$ cat src/rtl/awb_gain.sv
// Gray-world auto-white-balance: computes R/B gains relative to G with a serial
// restoring divider and applies them to a pixel stream. Optional macro: AWB_SAT_CNT_EN.
module awb_gain #(
  parameter int FRAC = 6
) (
  input  logic       clk,
  input  logic       rst_n,
  input  logic       last_i,
  input  logic [7:0] r_mean_i,
  input  logic [7:0] g_mean_i,
  input  logic [7:0] b_mean_i,
  input  logic       pix_valid_i,
  input  logic [1:0] pix_color_i,
  input  logic [7:0] pix_value_i,
  output logic       pix_valid_o,
  output logic [1:0] pix_color_o,
  output logic [7:0] pix_value_o,
  output logic [7:0] gain_r_o,
  output logic [7:0] gain_b_o,
  output logic       busy_o,
  output logic       done_o
`ifdef AWB_SAT_CNT_EN
  ,
  output logic [15:0] sat_cnt_o
`endif
);

  localparam int N = 8 + FRAC;
  localparam int CW = $clog2(N);
  localparam logic [7:0] UNITY = 8'(1 << FRAC);

  typedef enum logic [2:0] {IDLE, CAPTURE, DIV_R, DIV_B, COMMIT} state_t;

  state_t state;
  logic [7:0] r_lat, g_lat, b_lat;
  logic [N-1:0] dvd;
  logic [N-1:0] q;
  logic [8:0] rem;
  logic [CW-1:0] cnt;
  logic [7:0] gain_r_pend, gain_b_pend;

  // One restoring step per cycle on whichever divisor the current state uses
  logic [7:0] divisor;
  logic [8:0] rem_sh, rem_sub, rem_n;
  logic       ge;
  logic [N-1:0] q_n, dvd_n;
  logic [7:0] quot;

  always_comb begin
    divisor = (state == DIV_B) ? b_lat : r_lat;
    rem_sh  = {rem[7:0], dvd[N-1]};
    rem_sub = rem_sh - {1'b0, divisor};
    ge      = (rem_sh >= {1'b0, divisor});
    rem_n   = ge ? rem_sub : rem_sh;
    q_n     = {q[N-2:0], ge};
    dvd_n   = {dvd[N-2:0], 1'b0};
    if (divisor == 8'd0) quot = 8'hFF;
    else if (|q_n[N-1:8]) quot = 8'hFF;
    else quot = q_n[7:0];
  end

  // The remainder never exceeds the divisor, so its top bit and the
  // quotient bit shifted out are always zero.
  logic unused_div;
  assign unused_div = rem[8] ^ q[N-1];

  assign busy_o = (state != IDLE);

  always_ff @(posedge clk or negedge rst_n) begin
    if (!rst_n) begin
      state       <= IDLE;
      r_lat       <= '0;
      g_lat       <= '0;
      b_lat       <= '0;
      dvd         <= '0;
      q           <= '0;
      rem         <= '0;
      cnt         <= '0;
      gain_r_pend <= UNITY;
      gain_b_pend <= UNITY;
      gain_r_o    <= UNITY;
      gain_b_o    <= UNITY;
      done_o      <= 1'b0;
    end else begin
      done_o <= 1'b0;
      case (state)
        IDLE: if (last_i) state <= CAPTURE;
        CAPTURE: begin
          r_lat <= r_mean_i;
          g_lat <= g_mean_i;
          b_lat <= b_mean_i;
          dvd   <= {g_mean_i, {FRAC{1'b0}}};
          q     <= '0;
          rem   <= '0;
          cnt   <= '0;
          state <= DIV_R;
        end
        DIV_R, DIV_B: begin
          rem <= rem_n;
          q   <= q_n;
          dvd <= dvd_n;
          cnt <= cnt + 1'b1;
          if (cnt == CW'(N - 1)) begin
            rem <= '0;
            q   <= '0;
            cnt <= '0;
            dvd <= {g_lat, {FRAC{1'b0}}};
            if (state == DIV_R) begin
              gain_r_pend <= quot;
              state       <= DIV_B;
            end else begin
              gain_b_pend <= quot;
              state       <= COMMIT;
            end
          end
        end
        COMMIT: begin
          gain_r_o <= gain_r_pend;
          gain_b_o <= gain_b_pend;
          done_o   <= 1'b1;
          state    <= IDLE;
        end
        default: state <= IDLE;
      endcase
    end
  end

  // Pixel path: the gain is frozen per pixel in stage 1
  logic       v1;
  logic [1:0] c1;
  logic [7:0] x1, g1, sel_gain;
  logic [15:0] prod, res;
  logic       clip;

  always_comb begin
    case (pix_color_i)
      2'd0:    sel_gain = gain_r_o;
      2'd2:    sel_gain = gain_b_o;
      default: sel_gain = UNITY;
    endcase
    prod = {8'd0, x1} * {8'd0, g1};
    res  = prod >> FRAC;
    clip = |res[15:8];
  end

  always_ff @(posedge clk or negedge rst_n) begin
    if (!rst_n) begin
      v1          <= 1'b0;
      c1          <= '0;
      x1          <= '0;
      g1          <= UNITY;
      pix_valid_o <= 1'b0;
      pix_color_o <= '0;
      pix_value_o <= '0;
    end else begin
      v1          <= pix_valid_i;
      c1          <= pix_color_i;
      x1          <= pix_value_i;
      g1          <= sel_gain;
      pix_valid_o <= v1;
      pix_color_o <= c1;
      pix_value_o <= clip ? 8'hFF : res[7:0];
    end
  end

`ifdef AWB_SAT_CNT_EN
  always_ff @(posedge clk or negedge rst_n) begin
    if (!rst_n) sat_cnt_o <= '0;
    else if (done_o) sat_cnt_o <= '0;
    else if (v1 && clip && sat_cnt_o != 16'hFFFF) sat_cnt_o <= sat_cnt_o + 16'd1;
  end
`endif

endmodule

$ cat config.mk
export PLATFORM = sky130hd
export DESIGN_NAME = awb_gain
export DESIGN_NICKNAME = d
export VERILOG_FILES = /design/src/rtl/awb_gain.sv
export SDC_FILE = /design/constraint.sdc
export NUM_CORES = 1
export LEC_CHECK = 0
export ABC_AREA = 1
export ABC_CLOCK_PERIOD_IN_PS = 7950
export CAP_MARGIN = 15
export CORE_ASPECT_RATIO = 1.2
export CORE_UTILIZATION = 63
export CTS_CLUSTER_SIZE = 12
export DETAILED_ROUTE_END_ITERATION = 6
export PLACE_DENSITY = 0.9
export SETUP_SLACK_MARGIN = 0.05
export SYNTH_ARGS = -nofsm -noshare
export SYNTH_HDL_FRONTEND = slang
export SYNTH_SLANG_ARGS = --single-unit
export TNS_END_PERCENT = 50
$ cat constraint.sdc
create_clock -name clk -period 7.95 [get_ports clk]
set_clock_uncertainty 0.1 [all_clocks]
set_input_delay 0.795 -clock clk [delete_from_list [all_inputs] [get_ports clk]]
set_output_delay 0.795 -clock clk [all_outputs]
set_load 0.03 [all_outputs]
== Yosys cells after proc, flatten, opt, wreduce, memory -nomap -nowiden ==
Cells that the tools add are included.
Storage, ports and cells
  input port bits: 38
  flip-flop bits (word level): 129
  output and inout port bits: 29
  word-level logic and storage cells: 63
Operators by class
  bitwise gates (word level): 1
  multiplexer cells: 19
  magnitude comparators: 1
  equality and inequality tests: 8
  reduce and logical (&&, ||, !) cells: 11
  add/subtract/negate cells: 2
  multiply operators: 1
Operators by type and width (count)
  2-to-1 mux 8 bit: 6
  one-hot mux 8 bit (2 select lines): 2
  one-hot mux 14 bit (2 select lines): 1
  one-hot mux 13 bit (2 select lines): 1
  multiplier 8 x 8 -> 16 bit: 1
  2-to-1 mux 14 bit: 1
  2-to-1 mux 13 bit: 1
  >= comparator 9 x 8 -> 1 bit: 1
  2-to-1 mux 3 bit: 3
  one-hot mux 3 bit (3 select lines): 1
  zero test 8 bit: 1
  one-hot mux 4 bit (2 select lines): 1
  subtractor 8 bit: 1
  equality test 3 x 2 -> 1 bit, second input constant: 2
  AND reduction 3 bit: 2
  OR reduction 6 bit: 1
  adder 4 x 1 -> 4 bit, second input constant: 1
  equality test 4 bit, second input constant: 1
  2-to-1 mux 4 bit: 1
  != test 2 bit, second input constant: 2
  OR reduction 2 bit: 2
  equality test 3 x 1 -> 1 bit, second input constant: 1
  equality test 3 bit, second input constant: 1
  zero test 3 bit: 1
  7 further kinds: 7

== Logic depth before layout (Yosys ltp) ==
Gate-level depths: netlist (run 1).
  word-level depth: 6
  depth in mapped cells: 21
  depth with buffers taken out: 20

== Worst setup path before layout (run 1) ==
OpenSTA, ideal clock, no wires.
  kind: register -> register
  start point: reg g1[6]
  end point: reg pix_value_o[0]
  arrival: 4195 ps
  path buffers: 1
  slack: 3523 ps
  required time: 7718 ps
  setup time: 132 ps
  cell stages (with the launch flop): 17
  clock period less this slack: 4427 ps
  cells stage by stage: dfstp_2 -> clkbuf_1 -> nand2_1 -> fa_1 -> fa_1 -> inv_1 -> fa_1 -> inv_1 -> fa_1 -> inv_1 -> ha_1 -> a21oi_1 -> o21ai_0 -> a21oi_1 -> nand3b_1 -> nand2_1 -> nand3_1
On the way
  cells in the longest elaborated chain, start to end: 3
Ends and longest elaborated chain
  from (decl): line 131  | logic [7:0] x1, g1, sel_gain;
  from (signal assigned): line 159  | g1 <= sel_gain;
  multiplier 8 x 8 -> 16 bit (*): line 141  | prod = {8'd0, x1} * {8'd0, g1};
  OR reduction 2 bit: line 143  | clip = |res[15:8];
  2-to-1 mux 8 bit (*): line 162  | pix_value_o <= clip ? 8'hFF : res[7:0];
  to (signal assigned): line 162
  to (decl): line 17  | output logic [7:0] pix_value_o,
Every way passes the cells marked *; elsewhere a longest branch is shown, timed or not.
A chain may end at the register's enable or synchronous reset.

== Final worst setup path (run 1) ==
  start point: reg g1[6]
  end point: reg pix_value_o[6]
The elaborated chain is that of the path after synthesis.

==> results.json, run 1 <==
{
  "outcome": "finished, final reports clean",
  "cts_tree": "yes",
  "clock_sinks": 123,
  "p_leak_nw": 4.76,
  "post_cts_resized": 0,
  "slew_violations": 0,
  "cts_max_level": 4,
  "cts-root-buf": "clkbuf_16",
  "relSlewSlack": 0.290,
  "syn_avg_cell_area_um2": 8.17,
  "fin_crit_sh": 0.569,
  "reg2reg_from": "g1[6]",
  "min_to": "pix_color_o[0]",
  "hold_path_depth": 0,
  "wl_per_cell_um": 14.4,
  "largest_reg_flops": 13,
  "drc": 0,
  "worst-path-stages": 15,
  "path_common_cell": "fa_1",
  "vdd_drop_max_v": 0.000252,
  "rr_worst_depth": 15,
  "synth_warnings": 0,
  "final_design_area_no_fill_um2": 8790,
  "drtIter0Drc": 360,
  "power.density_nw_per_um2": 424,
  "worstPathRequired_ps": 8140,
  "critPathSlowestCell": "dfstp_2",
  "synthCells": 913,
  "clk-insertion-delay-late_ps": 410,
  "largest_register": "q",
  "critical_path_arrival_ps": 4710,
  "rows": 43,
  "synth_seq_cells": 123,
  "holdBufCountCts": 0,
  "ant_nets": 0,
  "path_buf_inv": 3,
  "finalSetupTns_ps": 0,
  "clock_path_buffers": 2,
  "seq_area_frac_synth": 0.413,
  "cts_buffers": 17,
  "die_x_um": 101,
  "setup_violations": 0,
  "rsz0062_at_grt": "false",
  "hold_class": "flop to flop",
  "grt_first_pass_wirelength_um": 27500,
  "crit_type": "flop to flop",
  "tightestPinTransition_ps": 1060,
  "syn_nets": 1028,
  "via_count": 6150,
  "port_buffers": 66,
  "first_pass_iters": 5,
  "areaGrowthSynthToFinish_pct": 17.8,
  "overflow": 0,
  "fin_util": 0.760,
  "critical_path.max_stage_delay_ps": 600,
  "drive_gt1_frac": 0.0652,
  "start_util": 0.645,
  "core-area_um2": 11600,
  "hold_start": "c1[0]",
  "dpl.hpwl_um": 11400,
  "nets": 1084,
  "r2r-end": "pix_value_o[6]",
  "clk_pin_slew_worst_paths_ps": 60,
  "fp.dieH_um": 121,
  "placed_area_um2": 8180,
  "grt_max_degree": 79,
  "post_cts_buffers": 0,
  "yosysUniqueCellTypes": 34,
  "max_freq_ghz": 0.221,
  "grt_pass1_vias": 6239,
  "syn_area_um2": 7460,
  "crit_fanout": 8,
  "place_congestion": 0.878,
  "num_io_pins": 67,
  "start_kind": "flop",
  "maxCapViolCount": 0,
  "wirelength_um": 16500,
  "grt_util_all_layers": 0.293,
  "avgViaCountPerCell": 5.40,
  "finalHoldViolations": 0,
  "antenna_cells": 0,
  "antenna_found_initial": 0,
  "path_cells": "nand2_1, fa_1, fa_1, inv_1, fa_1, inv_1, fa_1, inv_1, ha_1, a21oi_1, o21ai_0, a21oi_1, nand3b_1, nand2_1, nand3_1",
  "final.min_clock_period_ps": 4520,
  "fp.dieArea_um2": 12300,
  "path_delay_family": "adder cells",
  "r2r_setup_slack_ps": 3430,
  "cp-end-kind": "flop"
}
## cells by family (layout without fill, tap and decap cells)
group	count (synthesis)	count (layout)	share of synthesized area
buf+inv	210	279	0.109
flops	123	123	0.413
compound gates	130	130	0.106
xor+xnor	7	7	0.00822
fa+ha+maj	77	77	0.165
simple gates	366	366	0.198
## report_power, final
group	switching, W	total [W]	internal (W)
Clock	0.000289	0.000792	0.000503
Sequential	0.000126	0.000982	0.000856
Combinational	0.00123	0.00195	0.000728
Total	0.00164	0.00373	0.00209
## how the worst max path moves through the flow
stage | slack (ps) | end | start
2_1_floorplan | 3520 | pix_value_o[0] | g1[6]
3_3_place_gp | 3510 | pix_value_o[0] | g1[6]
3_5_place_dp | 3430 | pix_value_o[6] | g1[6]
4_1_cts | 3410 | pix_value_o[6] | g1[6]
5_1_grt | 3110 | pix_value_o[2] | g1[6]
6_report | 3430 | pix_value_o[6] | g1[6]
## layout by cell type (no fill, tap or decap), types with 2 or more instances in the layout
master,netlist,layout
o21bai_1,2,2
ha_1,41,41
clkbuf_16,0,17
clkinvlp_4,0,2
o21ai_2,16,16
nor2_2,2,2
fa_1,36,36
bufinv_16,0,3
nand2_1,262,262
clkinv_2,0,3
a21oi_1,16,16
or2_2,3,3
o22ai_1,11,11
xor2_1,4,4
clkdlybuf4s50_1,0,65
nand2_2,3,3
o21ai_0,65,65
dfstp_2,5,5
inv_1,180,180
inv_6,0,3
nor4_1,2,2
dfrtp_1,118,118
nor3_1,4,4
clkinv_4,0,2
a22o_1,7,7
xnor2_1,3,3
o211ai_1,9,9
nor2_1,52,52
nand3_1,31,31
nand4_1,4,4
buf_4,1,2
## worst reg2reg max path, stage by stage, from the launching register on
cell and delay (ps):
dfstp_2 600, nand2_1 90, fa_1 490, fa_1 560, inv_1 60, fa_1 530, inv_1 50, fa_1 520
inv_1 50, ha_1 370, a21oi_1 250, o21ai_0 130, a21oi_1 190, nand3b_1 100, nand2_1 210, nand3_1 120
## cell usage after synthesis (all sizes together)
cell | number | area share
o21ai | 81 | 0.062
nor2 | 54 | 0.028
o21bai | 2 | 0.0020
xnor2 | 3 | 0.0035
inv | 180 | 0.091
o21a | 1 | 0.0010
a31oi | 1 | 0.00084
xor2 | 4 | 0.0047
nor4 | 2 | 0.0017
a22o | 7 | 0.0082
clkbuf | 20 | 0.010
o311ai | 1 | 0.0012
o22ai | 11 | 0.0092
nand2 | 266 | 0.14
nand3 | 31 | 0.021
o31ai | 1 | 0.0010
dfrtp | 118 | 0.40
nand4 | 4 | 0.0034
a21oi | 16 | 0.011
ha | 41 | 0.069
nand3b | 1 | 0.0010
fa | 36 | 0.097
dfstp | 5 | 0.018
buf | 10 | 0.0087
o211ai | 9 | 0.0091
or2 | 3 | 0.0025
nor3 | 5 | 0.0049
## per-layer routing
metal,wire (µm),global-route usage,up-vias
li1,-,-,2932
met1,6440,0.334,3004
met2,8950,0.529,176
met3,618,0.0513,38
met4,437,0.137,0
met5,0,0,-
## per-stage QoR
stage	worst slack (ps)	cells	hold slack [ps]	power, W
global route	3110	1139	259	0.00406
detailed placement	3430	1107	235	0.00290
floorplan	3520	913	231	0.00245
CTS	3410	1139	248	0.00374
global placement	3510	1107	231	0.00283
finish	3430	1139	247	0.00373
## final cells by class
type / instances / area, µm²
multi-input combinational: 580 / 3560
sequential: 123 / 3080
fill: 776 / 2780
inverter: 180 / 676
timing repair buffer: 67 / 666
clock buffer: 19 / 443
tap: 157 / 196
clock inverter: 13 / 164
Power figures use the tool's default switching activity.
==> run 2, diff against run 1 <==
--- a/config.mk
+++ b/config.mk
@@ -6,13 +6,13 @@
 export NUM_CORES = 1
 export LEC_CHECK = 0
 export ABC_AREA = 1
-export ABC_CLOCK_PERIOD_IN_PS = 7950
+export ABC_CLOCK_PERIOD_IN_PS = 4180
 export CAP_MARGIN = 15
 export CORE_ASPECT_RATIO = 1.2
-export CORE_UTILIZATION = 63
+export CORE_UTILIZATION = 59
 export CTS_CLUSTER_SIZE = 12
 export DETAILED_ROUTE_END_ITERATION = 6
-export PLACE_DENSITY = 0.9
+export PLACE_DENSITY = 0.85
 export SETUP_SLACK_MARGIN = 0.05
 export SYNTH_ARGS = -nofsm -noshare
 export SYNTH_HDL_FRONTEND = slang
==> constraint.sdc (replaced) <==
create_clock -name clk -period 4.18 [get_ports clk]
set_clock_uncertainty 0.1 [all_clocks]
set_input_delay 0.418 -clock clk [delete_from_list [all_inputs] [get_ports clk]]
set_output_delay 0.418 -clock clk [all_outputs]
set_load 0.03 [all_outputs]
==> run 2 against run 1 <==
Effect of this change:
- the flow now finishes with violations (negative setup slack)
- die area rose by 6.7%
- register-to-register slack got worse by 3500 ps
- total power rose by 120%
- sequential power rose by 89%
- clock power rose by 100%
- count of clock-buffer cells in the layout rose by 2
- non-clock buffer count rose by 19
- final cell count rose by 2.0%
- global-route usage fell by 1.1 points
- maximum frequency rose by 7.5%
- sequential cell count did not move
- core utilization fell by 0.25 points
- critical path type unchanged
==> results.json, run 2 (synthesized netlist as in run 1, its figures left out) <==
{
  "core-area_um2": 12200,
  "max_freq_ghz": 0.238,
  "areaGrowthSynthToFinish_pct": 24.1,
  "port_buffers": 66,
  "fin_crit_sh": 1.01,
  "setup_violations": 8,
  "num_io_pins": 67,
  "place_ws_ps": -75.5,
  "hold_class": "primary input to async pin",
  "rsz0062_at_grt": "true",
  "grt_first_pass_wirelength_um": 29200,
  "fin_util": 0.757,
  "r2r_setup_slack_ps": -30,
  "final_cell_mix": "251 x nand2_1, 176 x inv_1, 111 x dfrtp_1",
  "fp.dieH_um": 125,
  "finalHoldViolations": 0,
  "maxCapViolCount": 0,
  "via_count": 6410,
  "start_util": 0.610,
  "holdBufCountCts": 0,
  "worstPathRequired_ps": 4370,
  "p_leak_nw": 4.91,
  "drive_gt1_frac": 0.129,
  "slew_violations": 0,
  "dpl.hpwl_um": 11500,
  "place_congestion": 0.849,
  "clock_path_buffers": 2,
  "grt_pass1_vias": 6514,
  "wirelength_um": 18100,
  "reg2reg_from": "x1[1]",
  "drc": 0,
  "avgViaCountPerCell": 5.52,
  "layout_commonest_cell": "nand2_1",
  "cts_max_level": 4,
  "drtIter0Drc": 415,
  "largest_reg_flops": 13,
  "outcome": "complete, but fails checks",
  "r2r-end": "pix_value_o[2]",
  "vdd_drop_max_v": 0.000631,
  "grt_max_degree": 76,
  "first_pass_iters": 6,
  "start_kind": "flop",
  "fin_ws_ps": -30.1,
  "antenna_cells": 0,
  "crit_type": "flop to flop",
  "relSlewSlack": 0.274,
  "fp.dieArea_um2": 13100,
  "ant_nets": 0,
  "wl_per_cell_um": 15.6,
  "violations": "negative setup slack",
  "tightestPinTransition_ps": 1090,
  "critical_path_arrival_ps": 4400,
  "rr_worst_depth": 16,
  "antenna_found_initial": 0,
  "clk-insertion-delay-late_ps": 410,
  "crit_fanout": 8,
  "largest_register": "q",
  "power.density_nw_per_um2": 869,
  "clock_sinks": 123,
  "nets": 1103,
  "rows": 44,
  "cts_buffers": 17,
  "grt_util_all_layers": 0.282,
  "clk_pin_slew_worst_paths_ps": 60,
  "cp-end-kind": "flop",
  "cts_tree": "yes",
  "die_x_um": 105,
  "cts-root-buf": "clkbuf_16",
  "final.min_clock_period_ps": 4210,
  "overflow": 0
}
## run 2: cell types whose count changed in the layout (fill, tap and decap cells not counted), moves of 4 or more
cell and delta:
ha_4 +7, a21oi_1 -7, a21oi_4 +4, nand2_2 +5, dfrtp_2 +7, nand2_4 +6
inv_2 +4, buf_4 +18, ha_1 -7, nor2_1 -5, dfrtp_1 -7, inv_1 -4
nand2_1 -11
## run 2: worst max-delay path by stage
stage                     cells after the start  startpoint        endpoint
after global placement                       15       g1[6]  pix_value_o[2]
after detailed placement                     15       g1[6]  pix_value_o[2]
final                                        16       x1[1]  pix_value_o[2]
after CTS                                    16       g1[6]  pix_value_o[3]
after global routing                         16       g1[6]  pix_value_o[4]
after floorplan                              16       g1[6]  pix_value_o[2]
## run 2: through the flow
step	std cells	cell area (µm²)	hold slack [ps]	setup TNS (ps)	power, W
after floorplan	913	7520	22.4	0	0.00478
after global placement	1125	8340	233	0	0.00553
after detailed placement	1125	8340	239	-573	0.00567
after CTS	1159	9110	73.8	0	0.00760
after global routing	1162	9260	116	-1250	0.00866
final	1162	9260	34.1	-195	0.00804
## run 2: area by class of cell
class | count | area [µm²]
Sequential cell | 123 | 3090
Multi-Input combinational cell | 580 | 3830
Tap cell | 161 | 201
Clock buffer | 21 | 450
Timing Repair Buffer | 86 | 812
Inverter | 180 | 676
Fill cell | 765 | 2970
Clock inverter | 11 | 191
## run 2: per-layer routing
metal  track usage  share of wire
met1         0.333           0.37
met5             0              0
met3        0.0501          0.064
met2         0.501           0.53
met4         0.128          0.037
## run 2: worst max-delay path: stages (launching register included)
cell	delay [ps]
dfrtp_2	490
nand2_1	100
inv_1	80
fa_1	580
fa_1	470
fa_1	560
inv_1	60
fa_1	530
inv_1	60
ha_4	330
nand2_4	90
nor2_4	120
nand4_1	120
nand2_1	100
nand2_1	80
nand2_4	130
nand3_1	90
## run 2: repair_timing
action / 4_1_cts / 5_1_grt
gates resized for setup: 30 / 30
setup endpoints to repair: 8 / 8
cloned: 0 / 0
pin swaps: 20 / 30
buffers inserted: 2 / 3
## run 2: power breakdown
part	internal, W	switching, W	total (W)
Sequential	0.00163	0.000234	0.00186
Clock	0.00107	0.000529	0.00160
Combinational	0.00178	0.00280	0.00458
==> run 3, diff against run 2 <==
--- a/config.mk
+++ b/config.mk
@@ -9,6 +9,7 @@
 export ABC_CLOCK_PERIOD_IN_PS = 4180
 export CAP_MARGIN = 15
 export CORE_ASPECT_RATIO = 1.2
+export CORE_MARGIN = 3
 export CORE_UTILIZATION = 59
 export CTS_CLUSTER_SIZE = 12
 export DETAILED_ROUTE_END_ITERATION = 6
==> run 3 against run 2 <==
Effect of this change:
- the run now ends clean
- register-to-register slack improved by 30 ps
- final cell count rose by 0.95%
- critical path depth rose by 1
- total power rose by 0.72%
- sequential cell count did not move
- clock power barely moved
- core utilization rose by 1.4 points
- global-route usage fell by 2.0 points
- count of clock-buffer cells in the layout fell by 2
- critical path type unchanged
- critical endpoint is now pix_value_o[6]
- largest cell class unchanged
==> results.json, run 3 (synthesized netlist as in run 1, its figures left out) <==
{
  "outcome": "finished, final reports clean",
  "place_congestion": 0.889,
  "critical_path_arrival_ps": 4370,
  "maxCapViolCount": 0,
  "clock_sinks": 123,
  "cts_max_level": 4,
  "wl_per_cell_um": 15.5,
  "areaGrowthSynthToFinish_pct": 26.3,
  "fin_ws_ps": 1.58,
  "via_count": 6398,
  "fillers": 756,
  "cts_buffers": 17,
  "crit_type": "flop to flop",
  "place_ws_ps": -71.3,
  "rsz0062_at_grt": "true",
  "layout_commonest_cell": "nand2_1",
  "num_io_pins": 67,
  "drtIter0Drc": 334,
  "finalHoldViolations": 0,
  "grt_max_degree": 73,
  "ant_nets": 0,
  "start_kind": "flop",
  "power.density_nw_per_um2": 860,
  "max_freq_ghz": 0.239,
  "overflow": 0,
  "nets": 1114,
  "fp.dieArea_um2": 14000,
  "drive_gt1_frac": 0.157,
  "clk_pin_slew_worst_paths_ps": 60,
  "worstPathRequired_ps": 4370,
  "cts_tree": "yes",
  "cp-end-kind": "flop",
  "antenna_cells": 0,
  "final.min_clock_period_ps": 4180,
  "antenna_found_initial": 0,
  "die_x_um": 109,
  "dpl.hpwl_um": 11500,
  "largest_reg_flops": 13,
  "setup_violations": 0,
  "rows": 44,
  "slew_violations": 0,
  "holdBufCountCts": 0,
  "crit_fanout": 8,
  "avgViaCountPerCell": 5.45,
  "hold_class": "primary input to async pin",
  "core-area_um2": 12200,
  "wirelength_um": 18200,
  "grt_first_pass_wirelength_um": 28900,
  "vdd_drop_max_v": 0.000544,
  "finalSetupTns_ps": 0,
  "clock_path_buffers": 2,
  "first_pass_iters": 5,
  "relSlewSlack": 0.285,
  "cts-root-buf": "clkbuf_16",
  "grt_pass1_vias": 6436,
  "tightestPinTransition_ps": 1070,
  "port_buffers": 66,
  "largest_register": "q",
  "start_util": 0.610,
  "fin_crit_sh": 1.00,
  "p_leak_nw": 4.97,
  "final_cell_mix": "249 x nand2_1, 171 x inv_1, 110 x dfrtp_1",
  "fp.dieH_um": 129,
  "drc": 0,
  "clk-insertion-delay-late_ps": 420,
  "grt_util_all_layers": 0.263
}
run 3: timing repair:
| action | in CTS | in global routing |
|---|---|---|
| setup endpoints to repair | 8 | 8 |
| setup buffers | 5 | 12 |
| gates cloned | 0 | 0 |
| resized for setup | 26 | 47 |
| endpoints found under the hold margin | 0 | 0 |
| pin swaps | 16 | 37 |
run 3: layout make-up:
cell class | instances | area (µm²) | share of cell area
Timing Repair Buffer | 97 | 931 | 0.0988
Multi-Input combinational cell | 580 | 3870 | 0.410
Sequential cell | 123 | 3090 | 0.328
Clock buffer | 19 | 443 | 0.0470
Clock inverter | 13 | 211 | 0.0224
Inverter | 180 | 676 | 0.0717
Tap cell | 161 | 201 | 0.0214
run 3: metrics by stage:
stage          hold WS (ps)  area (µm²)   util  power (W)  instances
5_1_grt                94.4        9420  0.771    0.00876       1173
3_3_place_gp            233        8350  0.683    0.00556       1124
4_1_cts                70.2        9150  0.749    0.00763       1161
6_report               4.59        9420  0.771    0.00810       1173
3_5_place_dp            236        8350  0.683    0.00567       1124
2_1_floorplan          22.4        7520      -    0.00478        913
run 3: worst paths after layout:
path | startpoint | to | slack (ps) | cells past startpoint
hold / removal | rst_n | pix_value_o[2] | 5 | 1
setup reg to reg | x1[3] | pix_value_o[6] | 2 | 17
setup / recovery | x1[3] | pix_value_o[6] | 2 | 17
max in group asynchronous | rst_n | g1[6] | 3080 | 2
hold reg to reg | c1[0] | pix_color_o[0] | 250 | 0
min in group clk | c1[0] | pix_color_o[0] | 250 | 0
run 3: report_power, final:
part,total (W),internal (W),switching (W),leakage (nW)
combinational,0.00461,0.00187,0.00274,3.27
clock,0.00163,0.00108,0.000549,0.318
sequential,0.00186,0.00163,0.000235,1.39
total,0.00810,0.00458,0.00352,4.97
run 3: layer usage:
metal | vias up | share of wire | track usage
met2 | 224 | 0.52 | 0.466
met4 | 0 | 0.038 | 0.105
met5 | - | 0 | 0
met1 | 3123 | 0.39 | 0.310
li1 | 2987 | - | -
met3 | 64 | 0.050 | 0.0568
run 3: worst max-delay path, stage by stage, from the launching register on:
cell and delay, ps:
dfrtp_2 420, buf_12 140, nand2_4 50, fa_1 450, fa_1 560, inv_2 50, fa_1 500, inv_2 40
fa_1 520, inv_2 50, ha_4 300, nand2_4 70, nor4_4 250, nand2_1 120, nand2_1 100, nand2_2 80
nand2_4 140, nand3_2 90
